--- src/rtl/reward_sequencer_pkg.sv ---
// Shared definitions for the lick-gated reward sequencer: state encoding,
// outcome codes and default timing parameters.
package reward_sequencer_pkg;

  localparam int unsigned MS_DIV_DEFAULT     = 1000;
  localparam int unsigned REFRACT_MS_DEFAULT = 500;
  localparam int unsigned CNT_W_DEFAULT      = 16;
  localparam int unsigned NUM_PORTS          = 4;
  localparam int unsigned WRONG_W            = 8;

  localparam logic [1:0] ST_IDLE    = 2'd0;
  localparam logic [1:0] ST_ARMED   = 2'd1;
  localparam logic [1:0] ST_REWARD  = 2'd2;
  localparam logic [1:0] ST_REFRACT = 2'd3;

  typedef enum logic [1:0] {
    OUT_NONE    = 2'd0,
    OUT_REWARD  = 2'd1,
    OUT_TIMEOUT = 2'd2,
    OUT_ABORT   = 2'd3
  } outcome_e;

  // One-hot mask selecting a lick/valve port.
  function automatic logic [NUM_PORTS-1:0] port_mask(input logic [1:0] port);
    return NUM_PORTS'(1) << port;
  endfunction

endpackage

--- src/rtl/reward_sequencer_if.sv ---
// Host/lick/valve signal bundle between the trial controller and its environment.
interface reward_sequencer_if
  import reward_sequencer_pkg::*;
#(
  parameter int unsigned CNT_W = CNT_W_DEFAULT
);
  logic                 arm;
  logic [1:0]           arm_port;
  logic [CNT_W-1:0]     timeout_ms;
  logic                 abort;
  logic [NUM_PORTS-1:0] lick;
  logic [NUM_PORTS-1:0] valve_trig;
  logic                 busy;
  logic                 done;
  logic [1:0]           outcome;
  logic [WRONG_W-1:0]   wrong_licks;
  logic [CNT_W-1:0]     reward_count;

  modport master (
    output arm, arm_port, timeout_ms, abort, lick,
    input  valve_trig, busy, done, outcome, wrong_licks, reward_count
  );

  modport slave (
    input  arm, arm_port, timeout_ms, abort, lick,
    output valve_trig, busy, done, outcome, wrong_licks, reward_count
  );
endinterface

--- src/rtl/reward_sequencer_ms_timer.sv ---
// Millisecond prescaler plus ms counter; expired rises on the tick where the
// count reaches limit. Shared by trial timeout and refractory timing.
module reward_sequencer_ms_timer #(
  parameter int unsigned MS_DIV = 1000,
  parameter int unsigned CNT_W  = 16
) (
  input  logic             clk,
  input  logic             reset_n,
  input  logic             clear,
  input  logic             enable,
  input  logic [CNT_W-1:0] limit,
  output logic             expired
);

  localparam int unsigned PW = (MS_DIV > 1) ? $clog2(MS_DIV) : 1;

  logic [PW-1:0]    presc;
  logic [CNT_W-1:0] ms_cnt;
  logic             tick_c;

  assign tick_c = enable && (presc == PW'(MS_DIV - 1));

  always_ff @(posedge clk or negedge reset_n) begin
    if (!reset_n) begin
      presc   <= '0;
      ms_cnt  <= '0;
      expired <= 1'b0;
    end else if (clear) begin
      presc   <= '0;
      ms_cnt  <= '0;
      expired <= 1'b0;
    end else if (enable) begin
      presc <= tick_c ? '0 : presc + 1'b1;
      if (tick_c) begin
        ms_cnt  <= ms_cnt + 1'b1;
        expired <= (CNT_W'(ms_cnt + 1'b1) == limit);
      end
    end
  end

endmodule

--- src/rtl/reward_sequencer.sv ---
// Lick-gated reward controller: waits for a fresh lick on the armed port,
// fires one valve trigger, holds a refractory period and reports the outcome.
module reward_sequencer
  import reward_sequencer_pkg::*;
#(
  parameter int unsigned MS_DIV     = MS_DIV_DEFAULT,
  parameter int unsigned REFRACT_MS = REFRACT_MS_DEFAULT,
  parameter int unsigned CNT_W      = CNT_W_DEFAULT
) (
  input  logic              clk,
  input  logic              reset_n,
  reward_sequencer_if.slave bus
);

  logic [1:0]           state, state_d;
  logic [1:0]           port_q, port_d;
  logic [CNT_W-1:0]     timeout_q, timeout_d;
  logic [NUM_PORTS-1:0] lick_q;
  logic [NUM_PORTS-1:0] rise_c, port_mask_c, wrong_rise_c;
  logic [NUM_PORTS-1:0] valve_q, valve_d;
  logic                 busy_q;
  logic                 done_q, done_d;
  outcome_e             outcome_q, outcome_d;
  logic [WRONG_W-1:0]   wrong_q, wrong_d;
  logic [CNT_W-1:0]     count_q, count_d;
  logic                 timer_clear_c, timer_en_c, expired;
  logic [CNT_W-1:0]     timer_limit_c;

  assign rise_c       = bus.lick & ~lick_q;
  assign port_mask_c  = port_mask(port_q);
  assign wrong_rise_c = rise_c & ~port_mask_c;

  reward_sequencer_ms_timer #(
    .MS_DIV (MS_DIV),
    .CNT_W  (CNT_W)
  ) u_ms_timer (
    .clk     (clk),
    .reset_n (reset_n),
    .clear   (timer_clear_c),
    .enable  (timer_en_c),
    .limit   (timer_limit_c),
    .expired (expired)
  );

  // Next-state and next-output logic; abort beats reward beats timeout.
  always_comb begin
    state_d       = state;
    port_d        = port_q;
    timeout_d     = timeout_q;
    valve_d       = '0;
    done_d        = 1'b0;
    outcome_d     = outcome_q;
    wrong_d       = wrong_q;
    count_d       = count_q;
    timer_clear_c = 1'b0;
    timer_en_c    = 1'b0;
    timer_limit_c = timeout_q;

    case (state)
      ST_IDLE: begin
        if (bus.arm) begin
          state_d       = ST_ARMED;
          port_d        = bus.arm_port;
          timeout_d     = bus.timeout_ms;
          wrong_d       = '0;
          outcome_d     = OUT_NONE;
          timer_clear_c = 1'b1;
        end
      end
      ST_ARMED: begin
        timer_en_c = (timeout_q != '0);
        if (|wrong_rise_c) begin
          wrong_d = (wrong_q == '1) ? wrong_q : wrong_q + 1'b1;
        end
        if (bus.abort) begin
          state_d   = ST_IDLE;
          outcome_d = OUT_ABORT;
          done_d    = 1'b1;
        end else if (|(rise_c & port_mask_c)) begin
          state_d   = ST_REWARD;
          valve_d   = port_mask_c;
          count_d   = count_q + 1'b1;
          outcome_d = OUT_REWARD;
        end else if (timer_en_c && expired) begin
          state_d   = ST_IDLE;
          outcome_d = OUT_TIMEOUT;
          done_d    = 1'b1;
        end
      end
      ST_REWARD: begin
        state_d       = ST_REFRACT;
        timer_clear_c = 1'b1;
      end
      ST_REFRACT: begin
        timer_en_c    = 1'b1;
        timer_limit_c = CNT_W'(REFRACT_MS);
        if (bus.abort || expired) begin
          state_d = ST_IDLE;
          done_d  = 1'b1;
        end
      end
      default: state_d = ST_IDLE;
    endcase
  end

  always_ff @(posedge clk or negedge reset_n) begin
    if (!reset_n) begin
      state     <= ST_IDLE;
      port_q    <= '0;
      timeout_q <= '0;
      lick_q    <= '0;
      valve_q   <= '0;
      busy_q    <= 1'b0;
      done_q    <= 1'b0;
      outcome_q <= OUT_NONE;
      wrong_q   <= '0;
      count_q   <= '0;
    end else begin
      state     <= state_d;
      port_q    <= port_d;
      timeout_q <= timeout_d;
      lick_q    <= bus.lick;
      valve_q   <= valve_d;
      busy_q    <= (state_d != ST_IDLE);
      done_q    <= done_d;
      outcome_q <= outcome_d;
      wrong_q   <= wrong_d;
      count_q   <= count_d;
    end
  end

  assign bus.valve_trig   = valve_q;
  assign bus.busy         = busy_q;
  assign bus.done         = done_q;
  assign bus.outcome      = outcome_q;
  assign bus.wrong_licks  = wrong_q;
  assign bus.reward_count = count_q;

endmodule

--- src/flat_wrapper.sv ---
// flat-port wrapper written by rule: the top's interface ports become plain ports
module reward_sequencer_flat import reward_sequencer_pkg::*;
#(
  parameter int unsigned MS_DIV     = MS_DIV_DEFAULT,
  parameter int unsigned REFRACT_MS = REFRACT_MS_DEFAULT,
  parameter int unsigned CNT_W      = CNT_W_DEFAULT
)
  (clk, reset_n, bus_arm, bus_arm_port, bus_timeout_ms, bus_abort, bus_lick, bus_valve_trig, bus_busy, bus_done, bus_outcome, bus_wrong_licks, bus_reward_count);
  reward_sequencer_if #(.CNT_W(CNT_W)) bus_i ();
  input  logic clk;
  input  logic reset_n;
  input wire logic [$bits(bus_i.arm)-1:0] bus_arm;
  input wire logic [$bits(bus_i.arm_port)-1:0] bus_arm_port;
  input wire logic [$bits(bus_i.timeout_ms)-1:0] bus_timeout_ms;
  input wire logic [$bits(bus_i.abort)-1:0] bus_abort;
  input wire logic [$bits(bus_i.lick)-1:0] bus_lick;
  output wire logic [$bits(bus_i.valve_trig)-1:0] bus_valve_trig;
  output wire logic [$bits(bus_i.busy)-1:0] bus_busy;
  output wire logic [$bits(bus_i.done)-1:0] bus_done;
  output wire logic [$bits(bus_i.outcome)-1:0] bus_outcome;
  output wire logic [$bits(bus_i.wrong_licks)-1:0] bus_wrong_licks;
  output wire logic [$bits(bus_i.reward_count)-1:0] bus_reward_count;
  assign bus_i.arm = bus_arm;
  assign bus_i.arm_port = bus_arm_port;
  assign bus_i.timeout_ms = bus_timeout_ms;
  assign bus_i.abort = bus_abort;
  assign bus_i.lick = bus_lick;
  assign bus_valve_trig = bus_i.valve_trig;
  assign bus_busy = bus_i.busy;
  assign bus_done = bus_i.done;
  assign bus_outcome = bus_i.outcome;
  assign bus_wrong_licks = bus_i.wrong_licks;
  assign bus_reward_count = bus_i.reward_count;
  reward_sequencer #(.MS_DIV(MS_DIV), .REFRACT_MS(REFRACT_MS), .CNT_W(CNT_W)) u_core (.clk(clk), .reset_n(reset_n), .bus(bus_i));
endmodule
--- config.mk ---
export PLATFORM = sky130hd
export DESIGN_NAME = reward_sequencer_flat
export DESIGN_NICKNAME = d
export VERILOG_FILES = /design/src/rtl/reward_sequencer_pkg.sv /design/src/rtl/reward_sequencer_if.sv /design/src/rtl/reward_sequencer_ms_timer.sv /design/src/rtl/reward_sequencer.sv /design/src/flat_wrapper.sv
export SDC_FILE = /design/constraint.sdc
export NUM_CORES = 1
export LEC_CHECK = 0
export ABC_AREA = 0
export CORE_ASPECT_RATIO = 0.9
export CORE_MARGIN = 2
export CORE_UTILIZATION = 45
export DETAILED_ROUTE_END_ITERATION = 10
export HOLD_SLACK_MARGIN = 0.12
export MAX_ROUTING_LAYER = met4
export PLACE_DENSITY = 0.7
export SYNTH_ARGS = -nofsm -noshare
export SYNTH_HDL_FRONTEND = slang
export SYNTH_HIERARCHICAL = 1
export SYNTH_SLANG_ARGS = --single-unit
--- constraint.sdc ---
create_clock -name clk -period 2.3 [get_ports clk]
set_clock_uncertainty 0.1 [all_clocks]
set_input_delay 0.46 -clock clk [delete_from_list [all_inputs] [get_ports clk]]
set_output_delay 0.46 -clock clk [all_outputs]
set_load 0.03 [all_outputs]
==> metrics.txt, run 1 <==
status complete, no violations; warnings from Yosys 6; measured slew at the worst slew-check pin 499 ps; count of port buffers added during placement 57; Pleak 2.51 nW; Rel. slew slack 0.667; fillers 853; Worst Hold Endpoint u_core/bus.reward_count[15]; Worst setup EP type flop; Reg-to-Reg End u_core/u_ms_timer/ms_cnt[14]; Total Power 0.00562 W; EDFF count, synth 0; DR vias/cell 5.27; worst slack, placed -229 ps; worst skew pair latency 360 ps; clock power share 0.212; DRC 0; core outline area 0.00970 mm2; reg2reg path depth 9; Initial Util 0.464; drt wl/cell 14.7 um; critical path class reg2reg; area occupied by multi-input gates 0.00235 mm2; Max IR drop VDD 650 uV; CP required 2450 ps; CTS H-tree depth 3; syn avg cell area 9.17 um2; CTS buffer count 9; largest net degree at the start of global routing 39; DRT Pass-1 Iters 4; Combinational Power Share 0.422; cell-internal power 0.00344 W; async set-reset flop share out of synthesis 1.00; RSZ-0062 raised after global routing yes; first-pass GRT wire length 17300 um; Worst Hold Launch u_core/bus.reward_count[15]; Cells after Synth 491; PwrDens 970 mW/mm2; count of different cell masters after synthesis 54; top cells by count, synth 93 x nand2_1, 83 x dfrtp_1, 49 x nor2_1, 31 x xnor2_1, 27 x xor2_1; Worst-path clk slew 90 ps; synthesized flop and latch total 83; CTS tree yes; initial antenna violation count 0; area grow syn2layout 28.7%; Max Cap Violations 0; worst setup margin 25.0 ps; GRT overflow 0; Yosys top cell area share 0.461; syn_nets 521; setup slack, reg-to-reg 20 ps; vias 3750; Slew Limit Fails 0; GR Util All Layers 0.208; Net Sw Frac 0.387; worst r2r src u_core/timeout_q[1]; Final setup viols 0; worst hold path type reg2reg; synth top area cells dfrtp_1 46%, nand2_1 7.8%, xnor2_1 6.0%; clock buffer depth 2; Die Y 98.9 um; Ports 58; Synth area leader dfrtp_1; root buffer cell clkbuf_8; Cell Area, Synth 0.00450 mm2; CP max FO 3; HPWL Detailed 7600 um; sequential share of the synthesized area 0.461; Rows 34; clock sinks 83; Synth Flop Type dfrtp_1; n_diodes 0; FF/Latch Area 0.00208 mm2; Die ar. 0.0108 mm2; CP Data Arrival Time 2430 ps; utilization after layout 0.597; min Tclk post-route 2280 ps; Max Clock Freq 0.440 GHz; initial DRC count 174; TNS Setup 0 ps; number of global-route vias before repair 3607; placer congestion estimate 0.923; Die W 109 um; Routed WL 10400 um; most frequent cell after synthesis nand2_1; Final Cycle Share 0.989; Psw 0.00217 W; Detail Route Antenna Nets 0; share of power burned in registers 0.367; final hold violation count 0; hold depth 1; Nets 611; CP Launch Type flop; share of post-route cells with drive strength above 1 0.148
==> area by class of cell <==
type,count,share of cell area
Multi-Input combinational cell,374,0.405
Sequential cell,83,0.359
Timing Repair Buffer,103,0.163
Tap cell,126,0.0272
Clock buffer,10,0.0220
Clock inverter,6,0.0166
Inverter,10,0.00735
==> worst max-delay path: stages (launching register included) <==
cell and delay, ps:
dfrtp_1 420, nor4_4 80, nand4_1 110, o21a_2 200, nand3_2 90, or3_4 420, or3_4 410, nor3_4 140
xnor2_1 140, nor2_1 50
==> power by group through the flow <==
stage                     combinational, W  clock, W  sequential (W)
after floorplan                    0.00136         0         0.00211
after global placement             0.00218         0         0.00201
after detailed placement           0.00224         0         0.00202
final                              0.00237   0.00119         0.00206
after global routing               0.00260   0.00128         0.00211
after CTS                          0.00225   0.00122         0.00200
==> timing repair <==
action / CTS / global route
resized for setup: 2 / 22
endpoints found under the hold margin: 36 / 0
setup endpoints to repair: 3 / 13
hold buffers: 1 / 0
setup buffers: 0 / 6
pin swaps: 0 / 13
==> flip-flops by register name, summed over array words and instances, names as in the netlist <==
signal,cells
u_core/lick_q,4
u_core/bus.done,1
u_core/u_ms_timer/presc,10
u_core/bus.valve_trig,4
u_core/state,2
u_core/bus.outcome,2
u_core/bus.busy,1
u_core/u_ms_timer/ms_cnt,16
u_core/u_ms_timer/expired,1
u_core/timeout_q,16
u_core/bus.reward_count,16
u_core/port_q,2
u_core/bus.wrong_licks,8
==> cells by family (layout without fill, tap and decap cells) <==
group,count (synthesis),in the layout,synth area share
AO/OA/AOI/OAI,54,54,0.0798
buffers and inverters,34,129,0.0386
adder cells (fa/ha/maj),4,4,0.0111
flip-flops,83,83,0.461
XOR/XNOR,58,58,0.113
multiplexers,9,9,0.0259
AND/OR/NAND/NOR,249,249,0.270
==> placed cells by master (no fill, tap or decap), types with 6 or more instances in the layout <==
cell type / n
xor2_1: 27
o21ai_0: 11
nand4_1: 15
mux2i_1: 6
nand2_1: 91
a21oi_1: 14
clkdlybuf4s50_1: 56
inv_1: 9
nand2b_1: 13
buf_4: 41
nor3_1: 13
and2_1: 14
clkbuf_8: 9
xnor2_1: 31
nand3_1: 13
dfrtp_1: 82
nor2_1: 48
==> stage by stage <==
stage	instances	hold slack [ps]	area, um2
2_1_floorplan	491	64.4	4500
3_3_place_gp	689	357	5400
3_5_place_dp	689	367	5400
4_1_cts	706	384	5650
5_1_grt	712	410	5790
6_report	712	376	5790
==> worst max-delay path by stage <==
stage | startpoint | endpoint | slack, ps | cells after the start
floorplan | u_core/u_ms_timer/presc[4] | u_core/u_ms_timer/ms_cnt[14] | 100 | 7
global placement | bus_lick[3] | u_core/bus.wrong_licks[7] | -110 | 6
detailed placement | bus_lick[3] | u_core/bus.wrong_licks[7] | -230 | 6
CTS | u_core/timeout_q[11] | u_core/u_ms_timer/ms_cnt[6] | -20 | 9
global route | u_core/timeout_q[1] | u_core/u_ms_timer/ms_cnt[14] | -60 | 9
finish | u_core/timeout_q[1] | u_core/u_ms_timer/ms_cnt[14] | 20 | 9
==> per-layer routing <==
layer | vias up | wire length, um | share of wire | GRT usage
li1 | 1854 | - | - | -
met1 | 1795 | 5020 | 0.48 | 0.288
met5 | - | 0 | 0 | -
met2 | 93 | 4910 | 0.47 | 0.312
met4 | 0 | 90 | 0.0086 | 0.0458
met3 | 8 | 418 | 0.040 | 0.0503
Power figures use the tool's default switching activity.
==> inputs of run 2 (changes only) <==
CAP_MARGIN = 20   (was default)
TNS_END_PERCENT = 10   (was default)
==> metrics.txt, run 2 (synthesized netlist as in run 1, its figures left out) <==
largest net degree at the start of global routing 39 (unchanged); fillers 850 (-0.35%); Nets 610 (-0.16%); measured slew at the worst slew-check pin 499 ps (+0.164 ps); initial DRC count 168 (-3.4%); CTS buffer count 9 (unchanged); number of global-route vias before repair 3607 (unchanged); CTS H-tree depth 3 (unchanged); Worst-path clk slew 90 ps (about the same); Max Cap Violations 0 (unchanged); Die ar. 0.0108 mm2 (unchanged); DRT Pass-1 Iters 5 (+1); DRC 0 (unchanged); CP Launch Type flop; DR vias/cell 5.26 (about the same); GRT overflow 0 (unchanged); GR Util All Layers 0.208 (unchanged); most frequent cells in the layout 91 x nand2_1, 82 x dfrtp_1, 56 x clkdlybuf4s50_1; Ports 58 (unchanged); worst hold path type reg2reg; CTS tree yes; vias 3743 (-0.19%); final hold violation count 0 (unchanged); min Tclk post-route 2280 ps (+4.49 ps); Slew Limit Fails 0 (unchanged); Max Clock Freq 0.439 GHz (-0.20%); Routed WL 10300 um (-1.0%); area grow syn2layout 28.4%; CP Data Arrival Time 2430 ps (about the same); clock power share 0.211 (about the same); setup slack, reg-to-reg 20 ps (about the same); clock buffer depth 2 (unchanged); Pleak 2.51 nW (-0.27%); RSZ-0062 raised after global routing yes; most common cell after layout, fill and taps aside nand2_1; Rel. slew slack 0.667 (about the same); initial antenna violation count 0 (unchanged); clock sinks 83 (unchanged); Final setup viols 0 (unchanged); placer congestion estimate 0.923 (unchanged); Combinational Power Share 0.421 (about the same); Initial Util 0.464 (unchanged); count of port buffers added during placement 57 (unchanged); TNS Setup 0 ps (unchanged); cell-internal power 0.00344 W (-0.13%); CP required 2450 ps (about the same); Die Y 98.9 um (unchanged); Worst setup EP type flop; Rows 34 (unchanged); critical path class reg2reg; Total Power 0.00560 W (-0.24%); Net Sw Frac 0.386 (-0.000694); CP max FO 3 (unchanged); hold slack 376 ps (-0.0640 ps); PwrDens 970 mW/mm2 (about the same); worst skew pair latency 350 ps (about the same); Detail Route Antenna Nets 0 (unchanged); core outline area 0.00970 mm2 (unchanged); Max IR drop VDD 649 uV (-0.17%); share of power burned in registers 0.368 (about the same); Die W 109 um (unchanged); Final Cycle Share 0.991 (+0.00195); Psw 0.00216 W (-0.42%); FF/Latch Area 0.00208 mm2 (unchanged); status complete, no violations; fin area 0.00578 mm2 (-0.26%); area occupied by multi-input gates 0.00235 mm2 (+0.16%); root buffer cell clkbuf_8; drt wl/cell 14.5 um (-0.89%); HPWL Detailed 7600 um (unchanged); n_diodes 0 (unchanged); share of post-route cells with drive strength above 1 0.145 (-0.00317); first-pass GRT wire length 17300 um (unchanged); Placed Area 0.00540 mm2 (unchanged)
==> run 2: cell types whose count changed in the layout (fill, tap and decap cells not counted) <==
cell,delta
o21a_1,+1
nor2_2,-1
o21a_2,-1
buf_6,-3
nor2_4,+1
buf_4,+2
==> run 2: power groups by stage <==
stage	registers (W)	logic [W]	clock network [W]
after global placement	0.00201	0.00218	0
final	0.00206	0.00236	0.00118
after CTS	0.00200	0.00225	0.00122
after floorplan	0.00211	0.00136	0
after global routing	0.00211	0.00259	0.00128
after detailed placement	0.00202	0.00224	0
==> run 2: cell type report <==
type / instances / area share
clock buffers: 10 / 0.0221
clock inverters: 6 / 0.0167
inverters: 10 / 0.00736
multi-input cells: 374 / 0.407
flip-flops and latches: 83 / 0.360
well taps: 126 / 0.0273
repair buffers: 102 / 0.160
==> run 2: path summary, 6_finish.rpt <==
path	startpoint	to	depth (start not counted)
min in group asynchronous	reset_n	u_core/u_ms_timer/ms_cnt[5]	2
worst min register to register	u_core/bus.reward_count[15]	u_core/bus.reward_count[15]	1
worst max-delay path	u_core/timeout_q[14]	u_core/u_ms_timer/ms_cnt[14]	9
worst min-delay path	u_core/bus.reward_count[15]	u_core/bus.reward_count[15]	1
max in group asynchronous	reset_n	u_core/bus.reward_count[0]	3
worst max register to register	u_core/timeout_q[14]	u_core/u_ms_timer/ms_cnt[14]	9
==> run 2: layer usage <==
layer,wire length (um),part of all wire,track usage
met4,101,0.0098,0.0458
met3,384,0.037,0.0503
met5,0,0,-
met2,4820,0.47,0.312
met1,5020,0.49,0.288
==> run 2: critical path: stages, from the launching register on <==
cell and delay (ps):
dfrtp_1 420, nor4_4 70, nand4_1 110, o21a_1 210
nand3_2 90, or3_4 420, or3_4 410, nor3_4 140
xnor2_1 140, nor2_1 50
==> run 2: per-stage QoR <==
| stage | std cells | setup slack [ps] | util |
|---|---|---|---|
| global placement | 689 | -114 | 0.557 |
| detailed placement | 689 | -229 | 0.557 |
| floorplan | 491 | 97.6 | - |
| CTS | 706 | -19.9 | 0.582 |
| finish | 711 | 20.5 | 0.596 |
| global route | 711 | -84.2 | 0.596 |
==> run 2: timing repair <==
action / CTS / global route
setup endpoints to repair: 3 / 13
setup buffers: 0 / 5
hold buffers: 1 / 0
hold endpoints to repair: 36 / 0
pin swaps: 0 / 8
resized for setup: 2 / 19
==> inputs of run 3 (changes only) <==
CORE_ASPECT_RATIO = 0.8   (was 0.9)
==> metrics.txt, run 3 (synthesized netlist as in run 1, its figures left out) <==
DRT Pass-1 Iters 5 (unchanged); Max Cap Violations 0 (unchanged); share of post-route cells with drive strength above 1 0.139 (-0.00584); worst hold path type reg2reg; CP required 2420 ps (-30 ps); CTS tree yes; measured slew at the worst slew-check pin 378 ps (-121 ps); Ports 58 (unchanged); Die ar. 0.0108 mm2 (about the same); n_diodes 0 (unchanged); Max Clock Freq 0.437 GHz (-0.33%); Detail Route Antenna Nets 0 (unchanged); Final setup viols 0 (unchanged); drt wl/cell 14.6 um (+0.72%); first-pass GRT wire length 17600 um (+2.0%); area grow syn2layout 29.4%; Slew Limit Fails 0 (unchanged); Nets 613 (+0.49%); GR Util All Layers 0.215 (+0.00662); Routed WL 10600 um (+2.6%); clock buffer depth 2 (unchanged); Die W 116 um (+5.8%); Initial Util 0.464 (+0.000479); CTS H-tree depth 3 (unchanged); Rel. slew slack 0.747 (+0.0800); hold slack 378 ps (+2.22 ps); Worst setup EP type flop; share of power burned in registers 0.349 (-0.019); largest net degree at the start of global routing 61 (+56%); GR Util met1 0.308 (+0.0203); Worst-path clk slew 60 ps (-30 ps); Max IR drop VDD 754 uV (+16%); initial DRC count 198 (+18%); layer with the highest usage met1; GR Layer Usage met2 0.297 (-0.0152); CP Data Arrival Time 2410 ps (-20 ps); Rows 32 (-5.9%); PwrDens 993 mW/mm2 (+2.4%); Die Y 93.5 um (-5.5%); CP max FO 5 (+2); Final Non-Filler Cells 724 (+1.8%); Net Sw Frac 0.370 (-0.0159); DRC 0 (unchanged); worst setup margin 13.0 ps (-7.49 ps); placer congestion estimate 0.921 (-0.15%); initial antenna violation count 0 (unchanged); root buffer cell clkbuf_16; most common cell after layout, fill and taps aside nand2_1; RSZ-0062 raised after global routing yes; count of port buffers added during placement 57 (unchanged); CTS buffer count 9 (unchanged); vias 3768 (+0.67%); HPWL Detailed 7640 um (+0.59%); Placed Instances 707 (+2.6%); DR vias/cell 5.20 (-1.1%); GR Util met3 0.0596 (+0.00936); clock sinks 83 (unchanged); Pleak 2.54 nW (+1.4%); Combinational Power Share 0.404 (-0.017); Psw 0.00214 W (-1.0%); most frequent cells in the layout 92 x nand2_1, 83 x dfrtp_1, 56 x clkdlybuf4s50_1; clock power share 0.246 (+0.035); min Tclk post-route 2290 ps (+7.49 ps); critical path class reg2reg; worst slack, placed -210 ps (+18.8 ps); core outline area 0.00969 mm2 (-0.10%); cell-internal power 0.00364 W (+5.9%); worst skew pair latency 340 ps (about the same); status complete, no violations; GRT overflow 0 (unchanged); CP Launch Type flop; number of global-route vias before repair 3590 (-0.47%); final hold violation count 0 (unchanged); fillers 877 (+3.2%); Final Cycle Share 0.994 (+0.00326)
[run 3: cell count changes in the layout (fill, tap and decap cells not counted), sizes merged]
cell and change:
clkbuf +2, buf +3, bufinv -1, inv -3, clkinv +2
[run 3: worst paths after layout]
path | slack [ps] | depth (start not counted) | to | from
max in group asynchronous | 990 | 3 | u_core/timeout_q[3] | reset_n
hold / removal | 380 | 1 | u_core/bus.reward_count[15] | u_core/bus.reward_count[15]
min in group asynchronous | 500 | 2 | u_core/lick_q[3] | reset_n
setup reg to reg | 10 | 9 | u_core/u_ms_timer/ms_cnt[14] | u_core/timeout_q[10]
setup / recovery | 10 | 9 | u_core/u_ms_timer/ms_cnt[14] | u_core/timeout_q[10]
hold reg to reg | 380 | 1 | u_core/bus.reward_count[15] | u_core/bus.reward_count[15]
[run 3: routing by layer]
metal  part of all wire  wire, um
met5                  0         0
met4              0.011       113
met3              0.065       687
met2               0.43      4580
met1               0.49      5210
[run 3: critical path: stages (launching register included)]
cell	delay [ps]
dfrtp_1	380
nor4_2	70
nand4_1	110
o21a_2	210
nand3_2	100
or3_4	430
or3_4	390
nor3_4	180
xnor2_1	130
nor2_1	60
[run 3: area by class of cell]
class / instances / area [um2] / share of cell area
multi-input combinational: 374 / 2300 / 0.395
sequential: 83 / 2080 / 0.357
timing repair buffer: 105 / 943 / 0.162
clock buffer: 12 / 236 / 0.0406
tap: 136 / 170 / 0.0292
clock inverter: 4 / 51.3 / 0.00881
inverter: 10 / 42.5 / 0.00731
[run 3: power groups by stage]
stage / Sequential, W / Clock (W) / Combinational [W]
2_1_floorplan: 0.00211 / 0 / 0.00136
3_5_place_dp: 0.00201 / 0 / 0.00229
4_1_cts: 0.00199 / 0.00146 / 0.00232
5_1_grt: 0.00206 / 0.00152 / 0.00259
3_3_place_gp: 0.00200 / 0 / 0.00225
6_report: 0.00202 / 0.00142 / 0.00234
[run 3: what timing repair did]
item                       4_1_cts  5_1_grt
pin swaps                        0        7
gates resized for setup          4        9
setup buffers                    0        1
hold endpoints to repair        23        0
setup endpoints to repair        4        8
hold buffers                     1        0
[run 3: stage by stage]
stage | util | power [W] | instance area (um2) | setup TNS (ps)
global route | 0.601 | 0.00617 | 5820 | -37.0
finish | 0.601 | 0.00578 | 5820 | 0
floorplan | - | 0.00347 | 4500 | 0
detailed placement | 0.565 | 0.00430 | 5470 | -1530
CTS | 0.597 | 0.00578 | 5790 | 0
global placement | 0.565 | 0.00425 | 5470 | -517
